===== src/rtl/ahb_master_req_pkg.sv =====
// Shared AHB encodings, FSM states and burst helpers for the ahb_master_req
// request/address-phase engine.
package ahb_master_req_pkg;

    localparam int CNT_W      = 8;
    localparam int BEATS_1    = 1;
    localparam int BEATS_4    = 4;
    localparam int BEATS_8    = 8;
    localparam int BEATS_16   = 16;

    typedef enum logic [1:0] {
        HTRANS_IDLE   = 2'b00,
        HTRANS_BUSY   = 2'b01,
        HTRANS_NONSEQ = 2'b10,
        HTRANS_SEQ    = 2'b11
    } htrans_type;

    typedef enum logic [2:0] {
        HBURST_SINGLE = 3'b000,
        HBURST_INCR   = 3'b001,
        HBURST_WRAP4  = 3'b010,
        HBURST_INCR4  = 3'b011,
        HBURST_WRAP8  = 3'b100,
        HBURST_INCR8  = 3'b101,
        HBURST_WRAP16 = 3'b110,
        HBURST_INCR16 = 3'b111
    } hburst_type;

    typedef enum logic [2:0] {
        HSIZE_BYTE   = 3'b000,
        HSIZE_HALF   = 3'b001,
        HSIZE_WORD   = 3'b010,
        HSIZE_DWORD  = 3'b011,
        HSIZE_4WORD  = 3'b100,
        HSIZE_8WORD  = 3'b101,
        HSIZE_16WORD = 3'b110,
        HSIZE_32WORD = 3'b111
    } hsize_type;

    typedef enum logic [1:0] {
        ST_IDLE  = 2'd0,
        ST_REQ   = 2'd1,
        ST_BURST = 2'd2
    } req_state_t;

    // Undefined-length INCR is capped at the caller-supplied limit.
    function automatic logic [CNT_W-1:0] burst_beats(input logic [2:0] burst, input int undl);
        case (hburst_type'(burst))
            HBURST_SINGLE:               return CNT_W'(BEATS_1);
            HBURST_INCR:                 return CNT_W'(undl);
            HBURST_WRAP4,  HBURST_INCR4:  return CNT_W'(BEATS_4);
            HBURST_WRAP8,  HBURST_INCR8:  return CNT_W'(BEATS_8);
            HBURST_WRAP16, HBURST_INCR16: return CNT_W'(BEATS_16);
            default:                     return CNT_W'(BEATS_1);
        endcase
    endfunction

    // Wrap block length in beats; zero means linear addressing.
    function automatic logic [4:0] wrap_beats(input logic [2:0] burst);
        case (hburst_type'(burst))
            HBURST_WRAP4:  return 5'd4;
            HBURST_WRAP8:  return 5'd8;
            HBURST_WRAP16: return 5'd16;
            default:       return 5'd0;
        endcase
    endfunction

endpackage


===== src/rtl/ahb_master_req_beat_counter.sv =====
// Burst beat counter: remaining-beat count, current address and next-address compute.
// With AHB_BOUNDARY_1KB_EN, a linear beat whose successor crosses a 1KB boundary is flagged last.
module ahb_master_req_beat_counter
    import ahb_master_req_pkg::*;
#(
    parameter int ADDR_WIDTH = 32
) (
    input  logic                  hclk,
    input  logic                  hreset_n,
    input  logic                  load,
    input  logic [ADDR_WIDTH-1:0] load_addr,
    input  logic [CNT_W-1:0]      load_cnt,
    input  logic                  advance,
    input  logic [2:0]            size,
    input  logic [4:0]            wrap_len,
    output logic [ADDR_WIDTH-1:0] addr,
    output logic [CNT_W-1:0]      cnt,
    output logic                  last_cur,
    output logic                  last_nxt
);

    logic [ADDR_WIDTH-1:0] addr_n1;

    // Linear steps add modulo 2^ADDR_WIDTH; wrapping keeps the bits above the block.
    function automatic logic [ADDR_WIDTH-1:0] step_addr(input logic [ADDR_WIDTH-1:0] a,
                                                        input logic [2:0] sz,
                                                        input logic [4:0] wlen);
        logic [ADDR_WIDTH-1:0] inc;
        logic [ADDR_WIDTH-1:0] mask;
        inc  = a + (ADDR_WIDTH'(1) << sz);
        mask = (ADDR_WIDTH'(wlen) << sz) - ADDR_WIDTH'(1);
        if (wlen == 5'd0)
            return inc;
        return (a & ~mask) | (inc & mask);
    endfunction

    assign addr_n1 = step_addr(addr, size, wrap_len);

`ifdef AHB_BOUNDARY_1KB_EN
    logic [ADDR_WIDTH-1:0] addr_n2;

    function automatic logic crosses_1kb(input logic [ADDR_WIDTH-1:0] a,
                                         input logic [ADDR_WIDTH-1:0] b);
        return (a >> 10) != (b >> 10);
    endfunction

    assign addr_n2  = step_addr(addr_n1, size, wrap_len);
    assign last_cur = (cnt == CNT_W'(1)) || ((wrap_len == 5'd0) && crosses_1kb(addr, addr_n1));
    assign last_nxt = (cnt == CNT_W'(2)) || ((wrap_len == 5'd0) && crosses_1kb(addr_n1, addr_n2));
`else
    assign last_cur = (cnt == CNT_W'(1));
    assign last_nxt = (cnt == CNT_W'(2));
`endif

    always_ff @(posedge hclk or negedge hreset_n) begin
        if (!hreset_n) begin
            addr <= '0;
            cnt  <= '0;
        end else if (load) begin
            addr <= load_addr;
            cnt  <= load_cnt;
        end else if (advance) begin
            addr <= addr_n1;
            cnt  <= cnt - CNT_W'(1);
        end
    end

endmodule


===== src/rtl/ahb_master_req.sv =====
// AHB master request engine: takes burst commands, arbitrates for the bus and drives
// registered address phases. Optional macro AHB_BOUNDARY_1KB_EN splits INCR bursts at 1KB.
module ahb_master_req
    import ahb_master_req_pkg::*;
#(
    parameter int ADDR_WIDTH = 32,
    parameter int PRIOR_BIT  = 2,
    parameter int UNDL_LIMIT = 4
) (
    input  logic                  hclk,
    input  logic                  hreset_n,
    input  logic                  cmd_valid,
    output logic                  cmd_ready,
    input  logic [ADDR_WIDTH-1:0] cmd_addr,
    input  logic [2:0]            cmd_burst,
    input  logic [2:0]            cmd_size,
    input  logic                  cmd_write,
    input  logic [PRIOR_BIT-1:0]  cmd_prior,
    output logic                  hreq,
    output logic [PRIOR_BIT-1:0]  hprior,
    input  logic                  hgrant,
    input  logic                  hready,
    output logic [ADDR_WIDTH-1:0] haddr,
    output logic [1:0]            htrans,
    output logic [2:0]            hburst,
    output logic [2:0]            hsize,
    output logic                  hwrite,
    output logic                  hlast
);

    req_state_t       state, state_nxt;
    logic             cmd_fire;
    logic             load, advance;
    logic             hreq_nxt, hlast_nxt, cmd_ready_nxt;
    logic [1:0]       htrans_nxt;
    logic [2:0]       hburst_nxt;
    logic [4:0]       wrap_len;
    logic [CNT_W-1:0] cmd_beats;
    logic [CNT_W-1:0] cnt;
    logic             last_cur, last_nxt;

    assign cmd_fire  = cmd_valid && cmd_ready;
    assign cmd_beats = burst_beats(cmd_burst, UNDL_LIMIT);

    ahb_master_req_beat_counter #(
        .ADDR_WIDTH (ADDR_WIDTH)
    ) u_beat_counter (
        .hclk      (hclk),
        .hreset_n  (hreset_n),
        .load      (load),
        .load_addr (cmd_addr),
        .load_cnt  (cmd_beats),
        .advance   (advance),
        .size      (hsize),
        .wrap_len  (wrap_len),
        .addr      (haddr),
        .cnt       (cnt),
        .last_cur  (last_cur),
        .last_nxt  (last_nxt)
    );

    always_ff @(posedge hclk or negedge hreset_n) begin
        if (!hreset_n)
            state <= ST_IDLE;
        else
            state <= state_nxt;
    end

    // Next-state and next-output values; every output is registered below.
    always_comb begin
        state_nxt  = state;
        hreq_nxt   = hreq;
        htrans_nxt = htrans;
        hlast_nxt  = hlast;
        hburst_nxt = hburst;
        load       = 1'b0;
        advance    = 1'b0;
        case (state)
            ST_IDLE: begin
                hreq_nxt   = 1'b0;
                htrans_nxt = HTRANS_IDLE;
                hlast_nxt  = 1'b0;
                if (cmd_fire) begin
                    load       = 1'b1;
                    hburst_nxt = cmd_burst;
                    hreq_nxt   = 1'b1;
                    state_nxt  = ST_REQ;
                end
            end
            ST_REQ: begin
                hreq_nxt   = 1'b1;
                htrans_nxt = HTRANS_IDLE;
                hlast_nxt  = 1'b0;
                if (hgrant && hready) begin
                    state_nxt  = ST_BURST;
                    htrans_nxt = HTRANS_NONSEQ;
                    hlast_nxt  = last_cur;
                end
            end
            ST_BURST: begin
                if (hready) begin
                    if (hlast && (cnt == CNT_W'(1))) begin
                        state_nxt  = ST_IDLE;
                        hreq_nxt   = 1'b0;
                        htrans_nxt = HTRANS_IDLE;
                        hlast_nxt  = 1'b0;
                    end else begin
                        advance = 1'b1;
                        if (hgrant && !hlast) begin
                            htrans_nxt = HTRANS_SEQ;
                            hlast_nxt  = last_nxt;
                        end else begin
                            // Lost grant or boundary split: re-request the remainder as INCR.
                            state_nxt  = ST_REQ;
                            htrans_nxt = HTRANS_IDLE;
                            hlast_nxt  = 1'b0;
                            hburst_nxt = HBURST_INCR;
                        end
                    end
                end
            end
            default: state_nxt = ST_IDLE;
        endcase
        cmd_ready_nxt = (state_nxt == ST_IDLE);
    end

    always_ff @(posedge hclk or negedge hreset_n) begin
        if (!hreset_n) begin
            cmd_ready <= 1'b0;
            hreq      <= 1'b0;
            htrans    <= HTRANS_IDLE;
            hlast     <= 1'b0;
            hburst    <= HBURST_SINGLE;
            hsize     <= '0;
            hwrite    <= 1'b0;
            hprior    <= '0;
            wrap_len  <= '0;
        end else begin
            cmd_ready <= cmd_ready_nxt;
            hreq      <= hreq_nxt;
            htrans    <= htrans_nxt;
            hlast     <= hlast_nxt;
            hburst    <= hburst_nxt;
            if (load) begin
                hsize    <= cmd_size;
                hwrite   <= cmd_write;
                hprior   <= cmd_prior;
                wrap_len <= wrap_beats(cmd_burst);
            end
        end
    end

endmodule


===== config.mk =====
export PLATFORM = sky130hd
export DESIGN_NAME = ahb_master_req
export DESIGN_NICKNAME = d
export VERILOG_FILES = /design/src/rtl/ahb_master_req_pkg.sv /design/src/rtl/ahb_master_req_beat_counter.sv /design/src/rtl/ahb_master_req.sv
export SDC_FILE = /design/constraint.sdc
export NUM_CORES = 1
export LEC_CHECK = 0
export CORE_ASPECT_RATIO = 0.6
export CORE_MARGIN = 3
export CORE_UTILIZATION = 52
export CTS_BUF_LIST = sky130_fd_sc_hd__clkbuf_16
export CTS_CLUSTER_SIZE = 25
export DETAILED_ROUTE_END_ITERATION = 10
export GPL_TIMING_DRIVEN = 0
export PLACE_DENSITY = 0.77
export SLEW_MARGIN = 20
export SYNTH_ARGS = -nofsm -noshare
export SYNTH_HDL_FRONTEND = slang
export SYNTH_SLANG_ARGS = --single-unit

===== constraint.sdc =====
create_clock -name hclk -period 3.4 [get_ports hclk]
set_clock_uncertainty 0.1 [all_clocks]
set_input_delay 0.51 -clock hclk [delete_from_list [all_inputs] [get_ports hclk]]
set_output_delay 0.51 -clock hclk [all_outputs]
set_load 0.005 [all_outputs]

==> metrics.txt <==
Cells after Synth=roughly 500; mux contribution to synthesized area=1.81%; routability cong.=0.981; internal cell power=0.00285 W; Crit path largest cell delay=0.46 ns; pin count of the biggest net entering global routing=45; Pleak=2.26 nW; Main synth FF type=dfrtp_1; clk sinks=between 50 and 60; Post-DRT Antenna Nets=0; switching power=~0.0025 W; Die ar.=~9400 um^2; share of layout cells above drive strength 1=8.37%; CORE AREA=between 7000 and 8000 um^2; hpwl dp=around 12000 um; Worst-Margin Slew=between 0.7 and 0.8 ns; Critical Path Start Type=flip-flop; Mapped Nets=between 500 and 600; Final nets=~670; Power per Cell Area=roughly 940 nW/um^2; largest family of logic cells by synthesized area=compound AO/OA/AOI/OAI gates; drt via density=6.59; CP Capture Type=flip-flop; Pwr Total=roughly 0.0053 W; Clock Path Buffers=2; ys async rst share=between 90% and 100%; residual DRC count=0; total gr overflow=0; DR iter-0 viols=between 700 and 800; clock-pin slew of the registers on the worst-case setup and hold paths=~0.050 ns; crit share post-route=approximately 100%; Yosys top cell area share=about 34%; TritonCTS clock tree=built; crit path max fanout=10; WP data required=about 3.5 ns; max_cap viols=0; worst skew pair latency=roughly 0.33 ns; Design Area, Final=5630 um^2; Area Overhead vs Synth=31.1%; worst min path class=reg -> reg; Synth Area in XOR/XNOR=between 4 and 5%; Clk pwr share=between 10% and 20%; clock root buffer=clkbuf_16; # port buffers=91; vias in the first global route=around 4400; Max-slew headroom=52.3%; sequential area share after synthesis=about a third; Slew Viols, Final=0; WL/cell=approximately 22 um; cell family with most CP delay=compound AO/OA/AOI/OAI gates; top post-synthesis cells by area=dfrtp_1 (34%), nand2_1 (5.8%), ha_1 (5.0%); Area after DPL=around 5400 um^2; Total Routing Usage GR=between 30% and 40%; Simple-Gate Fraction of Synth Area=22.9%; combinational fraction of design power=slightly below 60%; Final Setup Violations=0; # diodes=0; Peak VDD IR=between 0.4 and 0.5 mV; total I/O pin count=92; Hold Vio Cnt, Final=0; status=completed; via count=around 4700; setup TNS=0 ns; min cycle time layout=between 3 and 4 ns; CP Buf/Inv Count=1; Syn Area/Cell=8.54 um^2; FP Rows=24; register share of total power=between 20% and 30%; drt pass-1 iters=6; Yosys top cell by area=dfrtp_1; Post-synth EDFFs=0; number of CTS-inserted buffers=9; critical path type=reg -> reg; Die Height=76.4 um; Die Width=123 um; initial antenna violation count=0; max frequency=301 MHz; Initial Utilization=between 50% and 60%; flops & latches, synth=just under 60; Ys Warns=0; CP max-delay cell=dfrtp_1; Cell variety after synth=77; first-pass GRT wire length=approximately 24000 um; adder-cell area share of the yosys netlist=5.42%; Post-Syn Area=~4300 um^2; RSZ-0062 raised after global routing=false; Switching Fraction=between 40 and 50%; CP arrival=3.41 ns; post-synthesis compound-gate area fraction=26.4%; Total Wirelength=roughly 15000 um; H-tree lvl count=3; worst path cell trace=clkbuf_1 > nor3_1 > ha_1 > fa_1 > a211oi_1 > o21a_1 > a21oi_4 > nand2_1 > nor2_1 > a311oi_1
==> routing by layer <==
| metal | vias to the layer above | global-route usage, % | routed length [um] |
|---|---|---|---|
| li1 | 2079 | - | - |
| met1 | 2237 | 48.7 | 6680 |
| met2 | 343 | 45.6 | 6390 |
| met3 | 43 | 10.3 | 2040 |
| met4 | 0 | 7.85 | 296 |
| met5 | - | 0 | 0 |
==> tightest hold or removal path, delay by kind of cell (launching register included) <==
kind,cells,cell delay (ns)
flops,1,0.34
simple gates,2,0.10
==> synthesized netlist by cell type (3+ instances only) <==
master     count
nor3_1        12
nand2b_1       8
a22oi_1        4
a211oi_1       5
clkbuf_1      15
o21ai_0       32
a21oi_1       32
buf_2          6
mux2i_1        4
o22ai_1        3
a2111oi_0      4
nor2_1        41
dfrtp_1       59
or2_2          3
a221o_1        4
inv_1         13
nor4_1         7
ha_1          17
xnor2_1       16
and4_1         4
a21o_1         8
xor2_1         7
a31oi_1        5
nand4_1       10
nand3b_1       3
o31ai_1        4
a211o_1        9
o211ai_1       5
and3_1         5
and2_1         5
or3_1          5
a311oi_1       3
nand2_1       66
nand3_1       17
o21a_1         6
==> repair_timing <==
| item | CTS | global route |
|---|---|---|
| endpoints found under the setup margin | 7 | 0 |
| hold buffers | 1 | 0 |
| buffers inserted | 0 | 0 |
| hold endpoints to repair | 15 | 0 |
| resized for setup | 4 | 0 |
==> cells in the final DEF (no fill, tap or decap), types with 9 or more instances in the layout <==
cell type / instances
clkbuf_16: 9
xnor2_1: 16
a21oi_1: 32
nand2_1: 66
nor3_1: 12
nor2_1: 41
a211o_1: 9
dfrtp_1: 59
nand3_1: 17
clkdlybuf4s50_1: 90
nand4_1: 10
o21ai_0: 32
clkbuf_1: 14
ha_1: 17
inv_1: 15
==> final timing paths <==
kind | cells after the start | slack [ns] | from | to
setup / recovery | 10 | 0.08 | hsize[2]$_DFFE_PN0P_ | flip-flop
hold / removal | 2 | 0.37 | hprior[0]$_DFFE_PN0P_ | hprior[0]$_DFFE_PN0P_
setup reg to reg | 10 | 0.08 | hsize[2]$_DFFE_PN0P_ | flip-flop
hold reg to reg | 2 | 0.37 | hprior[0]$_DFFE_PN0P_ | hprior[0]$_DFFE_PN0P_
max in group asynchronous | 3 | 2.19 | hreset_n | hsize[2]$_DFFE_PN0P_
min in group asynchronous | 2 | 0.51 | hreset_n | async pin
==> final cells by class <==
cell class / count / area, um^2
Timing Repair Buffer: 93 / 946
Clock buffer: 9 / 225
Tap cell: 104 / 130
Sequential cell: 59 / 1480
Clock inverter: 6 / 26.3
Fill cell: 570 / 2000
Multi-Input combinational cell: 404 / 2650
Inverter: 13 / 48.8
Buffer: 25 / 134
==> through the flow <==
step | hold WS [ns] | worst slack (ns) | cells | utilization, %
finish | 0.371 | 0.0826 | 713 | 73.8
global route | 0.418 | 0.0149 | 713 | 73.8
CTS | 0.379 | 0.200 | 713 | 73.8
detailed placement | 0.289 | -0.143 | 699 | 70.3
global placement | 0.361 | -0.218 | 698 | 70.0
floorplan | 0.114 | 0.436 | 503 | -
==> kinds of logic after synthesis <==
| family | count (synthesis) |
|---|---|
| and+or+nand+nor | 199 |
| AOI/OAI and AO/OA | 157 |
| DFF | 59 |
| buffers and inverters | 40 |
| xor gates and xnor gates | 23 |
| adders and majority gates | 18 |
| muxes | 7 |
==> power by group through the flow <==
| stage | registers [W] | clock network [W] | logic (W) |
|---|---|---|---|
| after floorplan | 0.00134 | 0 | 0.00181 |
| after global placement | 0.00139 | 0 | 0.00290 |
| after detailed placement | 0.00141 | 0 | 0.00298 |
| after CTS | 0.00141 | 0.000798 | 0.00300 |
| after global routing | 0.00147 | 0.000836 | 0.00331 |
| final | 0.00143 | 0.000796 | 0.00308 |
Note: power is estimated with default switching activity, not from simulation.
